==> src/rtl/utf8_stream_encoder.sv <==
// Streaming UTF-8 encoder: takes one Unicode scalar per handshake and emits its
// byte sequence as OUT_BYTES-wide beats. Invalid scalars are replaced with U+FFFD or dropped.
module utf8_stream_encoder #(
   parameter int OUT_BYTES = 1,
   parameter int REPLACE   = 1,
   parameter int CNT_W     = 16
) (
   input  logic                   clock,
   input  logic                   reset,
   input  logic                   in_valid,
   output logic                   in_ready,
   input  logic [20:0]            in_codepoint,
   output logic                   out_valid,
   input  logic                   out_ready,
   output logic [8*OUT_BYTES-1:0] out_data,
   output logic [2:0]             out_count,
   output logic                   out_last,
   output logic                   err,
   output logic [CNT_W-1:0]       char_count,
   output logic [CNT_W-1:0]       err_count
);

   typedef enum logic {IDLE, EMIT} state_t;

   typedef struct packed {
      logic [8*OUT_BYTES-1:0] data;
      logic [2:0]             cnt;
      logic                   last;
   } beat_t;

   state_t          state;
   logic [3:0][7:0] seq_buf;
   logic [2:0]      len;
   logic [2:0]      ptr;

   logic [3:0][7:0] enc_seq;
   logic [2:0]      enc_len;
   logic            enc_bad;
   logic            accept;
   logic            consume;
   beat_t           load_beat;
   beat_t           adv_beat;

   // Slice bytes p..min(p+OUT_BYTES,n)-1 of a sequence into lane order, lane 0 first.
   function automatic beat_t beat_of(input logic [3:0][7:0] seq, input logic [2:0] n,
                                     input logic [2:0] p);
      beat_t      b;
      logic [2:0] rem;
      logic [2:0] idx;
      b   = '0;
      rem = n - p;
      b.cnt = (rem > 3'(OUT_BYTES)) ? 3'(OUT_BYTES) : rem;
      for (int i = 0; i < OUT_BYTES; i++) begin
         idx = p + 3'(i);
         if (3'(i) < b.cnt) b.data[8*i +: 8] = seq[idx[1:0]];
      end
      b.last = ((p + b.cnt) == n);
      return b;
   endfunction

   always_comb begin
      enc_seq = '0;
      enc_len = 3'd0;
      enc_bad = 1'b0;
      if (in_codepoint > 21'h10FFFF ||
          (in_codepoint >= 21'h00D800 && in_codepoint <= 21'h00DFFF)) begin
         enc_bad = 1'b1;
         if (REPLACE != 0) begin
            enc_seq = {8'h00, 8'hBD, 8'hBF, 8'hEF};
            enc_len = 3'd3;
         end
      end else if (in_codepoint < 21'h80) begin
         enc_seq[0] = in_codepoint[7:0];
         enc_len    = 3'd1;
      end else if (in_codepoint < 21'h800) begin
         enc_seq[0] = {3'b110, in_codepoint[10:6]};
         enc_seq[1] = {2'b10, in_codepoint[5:0]};
         enc_len    = 3'd2;
      end else if (in_codepoint < 21'h10000) begin
         enc_seq[0] = {4'b1110, in_codepoint[15:12]};
         enc_seq[1] = {2'b10, in_codepoint[11:6]};
         enc_seq[2] = {2'b10, in_codepoint[5:0]};
         enc_len    = 3'd3;
      end else begin
         enc_seq[0] = {5'b11110, in_codepoint[20:18]};
         enc_seq[1] = {2'b10, in_codepoint[17:12]};
         enc_seq[2] = {2'b10, in_codepoint[11:6]};
         enc_seq[3] = {2'b10, in_codepoint[5:0]};
         enc_len    = 3'd4;
      end
   end

   assign out_valid = (state == EMIT);
   assign consume   = out_valid & out_ready;
   // A new character may enter in the same cycle the last beat of the previous one leaves.
   assign in_ready  = ~reset & ((state == IDLE) | (consume & out_last));
   assign accept    = in_valid & in_ready;
   assign load_beat = beat_of(enc_seq, enc_len, 3'd0);
   assign adv_beat  = beat_of(seq_buf, len, ptr + out_count);

   always_ff @(posedge clock) begin
      if (reset) begin
         state      <= IDLE;
         seq_buf    <= '0;
         len        <= 3'd0;
         ptr        <= 3'd0;
         out_data   <= '0;
         out_count  <= 3'd0;
         out_last   <= 1'b0;
         err        <= 1'b0;
         char_count <= '0;
         err_count  <= '0;
      end else begin
         err <= accept & enc_bad;
         if (accept && char_count != {CNT_W{1'b1}}) char_count <= char_count + 1'b1;
         if (accept && enc_bad && err_count != {CNT_W{1'b1}}) err_count <= err_count + 1'b1;

         if (accept && enc_len != 3'd0) begin
            state     <= EMIT;
            seq_buf   <= enc_seq;
            len       <= enc_len;
            ptr       <= 3'd0;
            out_data  <= load_beat.data;
            out_count <= load_beat.cnt;
            out_last  <= load_beat.last;
         end else if (consume) begin
            if (out_last) begin
               state     <= IDLE;
               len       <= 3'd0;
               ptr       <= 3'd0;
               out_data  <= '0;
               out_count <= 3'd0;
               out_last  <= 1'b0;
            end else begin
               ptr       <= ptr + out_count;
               out_data  <= adv_beat.data;
               out_count <= adv_beat.cnt;
               out_last  <= adv_beat.last;
            end
         end
      end
   end

endmodule
==> config.mk <==
export PLATFORM = sky130hd
export DESIGN_NAME = utf8_stream_encoder
export DESIGN_NICKNAME = d
export VERILOG_FILES = /design/src/rtl/utf8_stream_encoder.sv
export SDC_FILE = /design/constraint.sdc
export NUM_CORES = 1
export LEC_CHECK = 0
export BUFFER_PORTS_ARGS = -buffer_cell sky130_fd_sc_hd__buf_4
export CORE_MARGIN = 4
export CORE_UTILIZATION = 36
export DETAILED_ROUTE_END_ITERATION = 10
export GPL_ROUTABILITY_DRIVEN = 0
export SYNTH_ARGS = -nofsm -noshare
export SYNTH_HDL_FRONTEND = slang
export SYNTH_SLANG_ARGS = --single-unit
==> constraint.sdc <==
create_clock -name clock -period 4.81 [get_ports clock]
set_input_delay 0.7215 -clock clock [delete_from_list [all_inputs] [get_ports clock]]
set_output_delay 0.7215 -clock clock [all_outputs]
set_load 0.02 [all_outputs]
==> impl_metrics.csv, run 1 <==
group,metric,value,unit
cts,clock-root-buffer,"clkbuf_16",
die,core-area,11100,sq um
place,portBuffers,71,
critical_path,critical_path.cell_chain,"ha_1 > inv_1 > fa_1 > xor2_1 > ha_1 > a21o_1 > nor2b_1 > mux2i_1 > nand2_1 > fa_1 > and4b_1 > a211oi_1 > o22ai_1",
synth,syn_avg_cell_area,8.56,sq um
finish,n_antenna_cell,0,
detailed_routing,drt_iter0_markers,356,
sta,timing.hold.ws,451,ps
status,outcome,"complete, no violations",
detailed_routing,num_vias,3910,
flow_run,max-cap-violations,0,
detailed_routing,drc_errors,0,
cts,numCtsBuffers,9,
synth,async_flop_share,0,
detailed_routing,wl,11600,um
critical_path,critPathMaxFanout,12,
cts,htreeDepth,3,
sta,fin_crit,3630,ps
sta,max_slew_margin,0.370,
pwr,vdd_drop_max,196,uV
synth,synth_edf_count,0,
critical_path,worstSetupStartpointType,"flop",
place,dp_hpwl,8190,um
sta,period_share,0.754,
critical_path,reg2reg_depth,13,
synth,synth_top_area_share,0.391,
min_path,hold_start,"seq_buf[31]$_SDFFE_PP0N_",
cts,clk_pin_slew,60,ps
critical_path,r2r-end,"out_last$_SDFFE_PP0P_",
pwr,clkPwrFrac,0.435,
critical_path,worst_ep_arrival_time,3820,ps
finish,postLayoutCellArea,5080,sq um
finish,layout.nets,574,
place,dp.cells,671,
sta,drv_slew,0,
global_routing,grt_pass1_vias,3691,
critical_path,cpPeakStageDelay,1000,ps
cts,cts_tree,"done",
cts,cts_setup_buffers,0,
global_routing,grt_first_pass_wirelength,18800,um
detailed_routing,drt_pass1_iterations,4,
detailed_routing,via_per_inst,5.69,
sta,rsz0062_at_grt,"no",
cts,holdBufCountCts,0,
pwr,p_comb_frac,0.131,
synth,synthTopCellsByCount,"dfxtp_1, nor2_1, nand2_1",
sta,max_freq,276,MHz
place,dp_slack,1160,ps
die,dieArea,13300,sq um
finish,area_growth,22.5,%
detailed_routing,wl_per_cell,16.9,um
min_path,min_path_type,"flop to flop",
pwr,internal-power,1.23,mW
die,initial_utilization,0.375,
synth,syn_inst,485,
sta,max_slew.worst_pin.slew,932,ps
synth,synth_most_common_cell,"dfxtp_1",
critical_path,required,5010,ps
cts,cts_resized,0,
sta,hold_violations,0,
critical_path,crit_buf_inv,1,
critical_path,crit_family,"adder cells",
cts,cts_sinks,81,
synth,syn_area,4150,sq um
cts,clk_latency,340,ps
global_routing,grt_util_all_layers,0.177,
place,placedInstanceArea,4770,sq um
global_routing,grt_overflow,0,
pwr,p_sw_frac,0.256,
critical_path,crit_type,"flop to flop",
critical_path,critPathSlowestCell,"fa_1",
synth,ys_seq_area_frac,0.391,
pwr,p_sw,0.424,mW
synth,synthFlopType,"dfxtp_1",
synth,syn_nets,517,
min_path,worstHoldEndpoint,"seq_buf[31]$_SDFFE_PP0N_",
die,die_w,115,um
pwr,seqPwrFrac,0.434,
finish,final_cells,687,
global_routing,antenna_found_initial,0,
detailed_routing,postRouteAntennaNets,0,
die,fp.dieH,115,um
finish,drive_gt1_frac,0.192,
global_routing,grt_max_degree,55,
pwr,leakagePower,1.94,nW
sta,final.setup.tns,0,ps
cts,cts_buffer_depth,2,
synth,ys_seq_elements,81,
critical_path,rrSetupSlack,1180,ps
critical_path,cp-end-kind,"flop",
die,io-pin-count,72,
synth,synth_area_leaders,"dfxtp_1, nor2_1, nand2_1, mux4_2, o21ai_0",
synth,yosysWarnings,0,
synth,yosysTopAreaCell,"dfxtp_1",
sta,layout_setup_ws,1180,ps
min_path,whs_path_depth,1,
sta,finalClockSkew,9.08,ps
die,rows,38,
pwr,p_per_area,326,nW/um^2
synth,ys_types,61,
sta,setup_violations,0,
critical_path,r2r_start,"out_count[0]$_SDFFE_PP0P_",
power groups by stage:
stage / clock network (mW) / logic [mW] / registers [mW]
2_1_floorplan: 0 / 0.125 / 0.738
3_3_place_gp: 0 / 0.211 / 0.733
3_5_place_dp: 0 / 0.216 / 0.733
4_1_cts: 0.729 / 0.217 / 0.718
5_1_grt: 0.751 / 0.238 / 0.722
6_report: 0.721 / 0.217 / 0.718
layout by cell type, fill, tap and decap left out, types with 13 or more instances in the layout:
cell / count
dfxtp_1: 81
nor3_1: 15
nand2_1: 46
xnor2_1: 15
a21oi_1: 23
inv_1: 13
o21ai_0: 28
nand3_1: 18
buf_4: 73
nor2_1: 52
logic make-up (layout without fill, tap and decap cells):
group / count (synthesis) / after routing / synth area share
xor+xnor: 22 / 22 / 0.0464
compound gates: 121 / 121 / 0.203
mux: 14 / 14 / 0.0549
simple gates: 199 / 199 / 0.241
flops: 81 / 81 / 0.391
buf+inv: 40 / 102 / 0.0380
fa+ha+maj: 7 / 7 / 0.0247
other cells: 1 / 1 / 0.000904
stage by stage:
stage	total power, mW	utilization
after floorplan	0.863	-
after global placement	0.944	0.430
after detailed placement	0.949	0.430
after CTS	1.66	0.459
after global routing	1.71	0.459
final	1.66	0.459
metal layers:
metal	part of all wire	GRT usage
met2	0.44	0.273
met4	0.017	0.0610
met5	0	0
met3	0.070	0.0274
met1	0.47	0.251
worst max path at each step:
stage | from | end | slack, ps | cells after the start
floorplan | out_count[0]$_SDFFE_PP0P_ | out_last$_SDFFE_PP0P_ | 910 | 14
global placement | out_count[0]$_SDFFE_PP0P_ | out_last$_SDFFE_PP0P_ | 1280 | 13
detailed placement | out_count[0]$_SDFFE_PP0P_ | out_last$_SDFFE_PP0P_ | 1160 | 13
CTS | out_count[0]$_SDFFE_PP0P_ | out_last$_SDFFE_PP0P_ | 1150 | 13
global route | out_count[0]$_SDFFE_PP0P_ | out_last$_SDFFE_PP0P_ | 800 | 13
finish | out_count[0]$_SDFFE_PP0P_ | out_last$_SDFFE_PP0P_ | 1180 | 13
cell type report:
cell class              count  area, sq um
multi-input cells         364         2370
clock inverters             4         50.0
fillers                  1092         5990
clock buffers              12          267
inverters                  13         48.8
repair buffers             73          548
flip-flops and latches     81         1620
well taps                 140          175
flip-flops by register name (all words and copies together), names as in the netlist:
name        flops
char_count     16
err             1
err_count      16
len             3
out_count       3
out_data        8
out_last        1
out_valid       1
ptr             3
seq_buf        29
Note: power is estimated with default switching activity, not from simulation.
==> run 2: changes to the inputs <==
==> constraint.sdc (replaced) <==
create_clock -name clock -period 3.5 [get_ports clock]
set_input_delay 0.525 -clock clock [delete_from_list [all_inputs] [get_ports clock]]
set_output_delay 0.525 -clock clock [all_outputs]
set_load 0.02 [all_outputs]
==> run 2 against run 1 <==
Net effect:
- worst hold slack worse by 30 ps
- clock skew down 3.5 ps
- first-iteration DRC count up 3.9%
- sequential share of layout area about the same
- flip-flop and latch count unchanged
- setup slack worse by 770 ps
- wire length up 0.64%
- clock-buffer cell count down 1
- global-route usage about the same
- critical endpoint unchanged
- largest cell class unchanged
==> impl_metrics.csv, run 2 (same netlist as run 1, synthesis figures left out) <==
group,metric,value,unit
die,io-pin-count,72,
pwr,leakagePower,1.94,nW
pwr,p_per_area,422,nW/um^2
global_routing,grt_overflow,0,
flow_run,max-cap-violations,0,
global_routing,grt_pass1_vias,3685,
critical_path,r2r_start,"out_count[0]$_SDFFE_PP0P_",
sta,finalClockSkew,5.62,ps
cts,cts_resized,0,
critical_path,cp-end-kind,"flop",
pwr,total_power,2.14,mW
die,dieArea,13300,sq um
finish,fin_util,0.459,
pwr,p_comb_frac,0.143,
critical_path,r2r-end,"out_last$_SDFFE_PP0P_",
finish,layout_common_cells,"dfxtp_1, buf_4, nor2_1, nand2_1, o21ai_0",
sta,rsz0062_at_grt,"no",
detailed_routing,drt_pass1_iterations,7,
sta,layout_setup_ws,410,ps
place,portBuffers,71,
critical_path,crit_buf_inv,1,
critical_path,critPathMaxFanout,4,
finish,postLayoutCellArea,5080,sq um
cts,cts_sinks,81,
min_path,whs_path_depth,3,
status,outcome,"complete, no violations",
finish,largest-register,"seq_buf",
finish,final_common_cell,"dfxtp_1",
global_routing,antenna_found_initial,0,
sta,max_slew.worst_pin.slew,941,ps
detailed_routing,postRouteAntennaNets,0,
critical_path,reg2reg_depth,13,
pwr,vdd_drop_max,236,uV
die,initial_utilization,0.375,
critical_path,crit_type,"flop to flop",
finish,largest_reg_flops,29,
sta,fin_crit,3090,ps
pwr,clkPwrFrac,0.396,
die,fp.dieH,115,um
place,dp_hpwl,8380,um
detailed_routing,wl_per_cell,16.9,um
sta,max_slew_margin,0.368,
finish,layout.nets,580,
finish,fill_cells,1115,
critical_path,rrSetupSlack,410,ps
pwr,p_sw_frac,0.269,
critical_path,worst_ep_arrival_time,3280,ps
finish,drive_gt1_frac,0.199,
die,core-area,11100,sq um
sta,max_freq,324,MHz
sta,period_share,0.883,
critical_path,crit_family,"adder cells",
cts,clock-root-buffer,"clkbuf_16",
sta,setup_violations,0,
critical_path,required,3700,ps
global_routing,grt_max_degree,55,
die,die_w,115,um
min_path,min_path_type,"input pin to flop",
finish,area_growth,22.4,%
critical_path,worstSetupStartpointType,"flop",
cts,htreeDepth,3,
finish,n_antenna_cell,0,
sta,drv_slew,0,
critical_path,critical_path.cell_chain,"ha_1 > inv_1 > fa_1 > xor2_1 > ha_1 > a21o_1 > nor2b_1 > mux2i_2 > nand2_1 > fa_1 > and4b_1 > a211oi_1 > o22ai_1",
place,placedInstanceArea,4820,sq um
pwr,p_sw,0.576,mW
critical_path,cpPeakStageDelay,460,ps
die,rows,38,
sta,final.setup.tns,0,ps
min_path,worstHoldEndpoint,"out_valid$_SDFFE_PP0P_",
cts,clk_pin_slew,60,ps
cts,holdBufCountCts,0,
critical_path,critPathSlowestCell,"fa_1",
sta,hold_violations,0,
min_path,hold_start,"in_valid",
cts,cts_tree,"done",
detailed_routing,num_vias,3986,
detailed_routing,via_per_inst,5.75,
detailed_routing,drt_iter0_markers,370,
global_routing,grt_util_all_layers,0.176,
pwr,seqPwrFrac,0.462,
cts,numCtsBuffers,9,
detailed_routing,wl,11700,um
pwr,internal-power,1.57,mW
finish,largestRegisters,"seq_buf x29, char_count x16, err_count x16",
place,dp_slack,418,ps
cts,cts_buffer_depth,2,
cts,clk_latency,330,ps
global_routing,grt_first_pass_wirelength,18800,um
detailed_routing,drc_errors,0,
cts,cts_setup_buffers,0,
[run 2: power by group through the flow]
stage	registers (mW)	logic, mW	clock network [mW]
2_1_floorplan	1.01	0.174	0
4_1_cts	0.988	0.305	0.863
5_1_grt	0.992	0.335	0.899
3_5_place_dp	1.01	0.304	0
6_report	0.989	0.305	0.848
3_3_place_gp	1.01	0.299	0
[run 2: area by class of cell]
class                   instances  area [sq um]  share of cell area
multi-input cells             364          2380               0.468
repair buffers                 79           593               0.117
inverters                      13          48.8             0.00960
clock inverters                 5          32.5             0.00640
flip-flops and latches         81          1620               0.319
clock buffers                  11           233              0.0458
well taps                     140           175              0.0345
[run 2: worst max-delay path by stage]
stage	from	to	slack [ps]	depth (start not counted)
2_1_floorplan	out_count[0]$_SDFFE_PP0P_	out_last$_SDFFE_PP0P_	9	14
3_3_place_gp	out_count[0]$_SDFFE_PP0P_	out_last$_SDFFE_PP0P_	560	13
3_5_place_dp	out_count[0]$_SDFFE_PP0P_	out_last$_SDFFE_PP0P_	420	13
4_1_cts	out_count[0]$_SDFFE_PP0P_	out_last$_SDFFE_PP0P_	400	13
5_1_grt	out_count[0]$_SDFFE_PP0P_	out_last$_SDFFE_PP0P_	180	13
6_report	out_count[0]$_SDFFE_PP0P_	out_last$_SDFFE_PP0P_	410	13
[run 2: worst register-to-register path: stages, from the launching register on]
cell and delay, ps:
dfxtp_1 370, ha_1 170, inv_1 50, fa_1 460, xor2_1 160, ha_1 200, a21o_1 190, nor2b_1 150
mux2i_2 170, nand2_1 90, fa_1 410, and4b_1 200, a211oi_1 220, o22ai_1 110
[run 2: metrics by stage]
step	hold slack, ps	instances
6_report	421	693
2_1_floorplan	419	485
4_1_cts	417	693
3_5_place_dp	443	677
5_1_grt	434	693
3_3_place_gp	440	677
[run 2: metal layers]
layer | part of all wire | global-route usage | up-vias
met1 | 0.47 | 0.242 | 1875
met5 | 0 | 0 | -
met3 | 0.067 | 0.0326 | 19
met2 | 0.45 | 0.282 | 164
met4 | 0.015 | 0.0540 | 0
li1 | - | - | 1928
==> run 3: changes to the inputs <==
--- a/config.mk
+++ b/config.mk
@@ -6,10 +6,13 @@
 export NUM_CORES = 1
 export LEC_CHECK = 0
 export BUFFER_PORTS_ARGS = -buffer_cell sky130_fd_sc_hd__buf_4
+export CELL_PAD_IN_SITES_DETAIL_PLACEMENT = 0
+export CELL_PAD_IN_SITES_GLOBAL_PLACEMENT = 1
 export CORE_MARGIN = 4
 export CORE_UTILIZATION = 36
 export DETAILED_ROUTE_END_ITERATION = 10
 export GPL_ROUTABILITY_DRIVEN = 0
+export PLACE_DENSITY_LB_ADDON = 0.1
 export SYNTH_ARGS = -nofsm -noshare
 export SYNTH_HDL_FRONTEND = slang
 export SYNTH_SLANG_ARGS = --single-unit
==> run 3 against run 2 <==
Net effect:
- cell area is 0.25% lower
- critical endpoint unchanged
- sequential power barely moved
- setup slack improved by 68 ps
- register-to-register slack gained 70 ps
- critical path depth unchanged
==> impl_metrics.csv, run 3 (same netlist as run 1, synthesis figures left out) <==
group,metric,value,unit
cts,cts_sinks,81,
die,fp.dieH,115,um
pwr,p_per_area,420,nW/um^2
cts,htreeDepth,3,
finish,drive_gt1_frac,0.194,
sta,hold_violations,0,
sta,final.setup.tns,0,ps
die,die_w,115,um
finish,layout.nets,581,
die,io-pin-count,72,
global_routing,antenna_found_initial,0,
critical_path,crit_type,"flop to flop",
cts,cts_resized,0,
critical_path,required,3710,ps
sta,max_slew.worst_pin.slew,988,ps
flow_run,max-cap-violations,0,
pwr,vdd_drop_max,291,uV
detailed_routing,via_per_inst,5.61,
critical_path,critPathMaxFanout,4,
finish,largest_reg_flops,29,
cts,cts_setup_buffers,0,
die,rows,38,
place,dp.cells,678,
cts,clk_pin_slew,60,ps
global_routing,grt_first_pass_wirelength,20000,um
detailed_routing,wl_per_cell,17.5,um
finish,layout_common_cells,"dfxtp_1, buf_4, nor2_1, nand2_1, o21ai_0",
sta,finalClockSkew,5.32,ps
sta,drv_slew,0,
finish,largestRegisters,"seq_buf x29, char_count x16, err_count x16",
global_routing,grt_max_degree,54,
sta,rsz0062_at_grt,"no",
detailed_routing,wl,12100,um
detailed_routing,drt_iter0_markers,226,
die,initial_utilization,0.375,
finish,final_cells,692,
cts,clk_latency,340,ps
finish,n_antenna_cell,0,
place,dp_hpwl,8730,um
critical_path,cp-end-kind,"flop",
place,portBuffers,71,
cts,cts_tree,"done",
min_path,min_path_type,"input pin to flop",
finish,final_common_cell,"dfxtp_1",
cts,holdBufCountCts,0,
finish,largest-register,"seq_buf",
detailed_routing,drc_errors,0,
detailed_routing,postRouteAntennaNets,0,
finish,area_growth,22.1,%
sta,fin_crit,3020,ps
detailed_routing,num_vias,3883,
global_routing,grt_overflow,0,
status,outcome,"complete, no violations",
sta,period_share,0.863,
critical_path,worst_ep_arrival_time,3230,ps
cts,numCtsBuffers,9,
pwr,leakagePower,1.94,nW
cts,cts_buffer_depth,2,
critical_path,worstSetupStartpointType,"flop",
die,dieArea,13300,sq um
sta,max_freq,331,MHz
die,core-area,11100,sq um
global_routing,grt_util_all_layers,0.192,
cts,clock-root-buffer,"clkbuf_16",
sta,max_slew_margin,0.339,
sta,setup_violations,0,
global_routing,grt_pass1_vias,3850,
detailed_routing,drt_pass1_iterations,5,
[run 3: power by group]
part | total (mW) | switching, mW | leakage (nW) | internal (mW)
Sequential | 0.989 | 0.0273 | 0.660 | 0.962
Combinational | 0.305 | 0.179 | 1.16 | 0.126
Clock | 0.834 | 0.362 | 0.120 | 0.472
[run 3: path summary, 6_finish.rpt]
| path | slack (ps) | depth (start not counted) | to | start |
|---|---|---|---|---|
| max | 480 | 13 | out_last$_SDFFE_PP0P_ | out_count[0]$_SDFFE_PP0P_ |
| min | 430 | 2 | seq_buf[27]$_SDFFE_PP0N_ | in_codepoint[3] |
| max reg2reg | 480 | 13 | out_last$_SDFFE_PP0P_ | out_count[0]$_SDFFE_PP0P_ |
| min reg2reg | 460 | 2 | seq_buf[1]$_SDFFE_PP0N_ | seq_buf[1]$_SDFFE_PP0N_ |
[run 3: critical path: stages (launching register included)]
cell and delay (ps):
dfxtp_1 360, ha_1 150, inv_1 40, fa_1 460, xor2_1 160, ha_1 200, a21o_1 180, nor2b_1 140
mux2i_2 160, nand2_1 90, fa_1 420, and4b_1 200, a211oi_1 220, o22ai_1 110
[run 3: routing by layer]
layer	GRT usage	share of wire	vias up	wire length, um
met2	0.318	0.47	106	5670
met3	0.0500	0.054	12	657
li1	-	-	1931	-
met4	0.0587	0.014	0	172
met5	0	0	-	0
met1	0.247	0.46	1834	5620
[run 3: final cells by class]
| class | count | area (sq um) |
|---|---|---|
| clock buffer | 13 | 240 |
| timing repair buffer | 80 | 601 |
| fill | 1094 | 6010 |
| inverter | 13 | 48.8 |
| tap | 140 | 175 |
| sequential | 81 | 1620 |
| multi-input combinational | 364 | 2380 |
| clock inverter | 1 | 5.00 |
[run 3: per-stage QoR]
step	setup slack, ps	utilization	power [mW]	hold slack, ps	cell area [sq um]
final	479	0.458	2.13	425	5070
after global routing	280	0.458	2.23	413	5070
after CTS	460	0.458	2.16	411	5070
after detailed placement	464	0.435	1.32	447	4820
after global placement	538	0.435	1.31	438	4820
after floorplan	8.72	-	1.19	419	4160
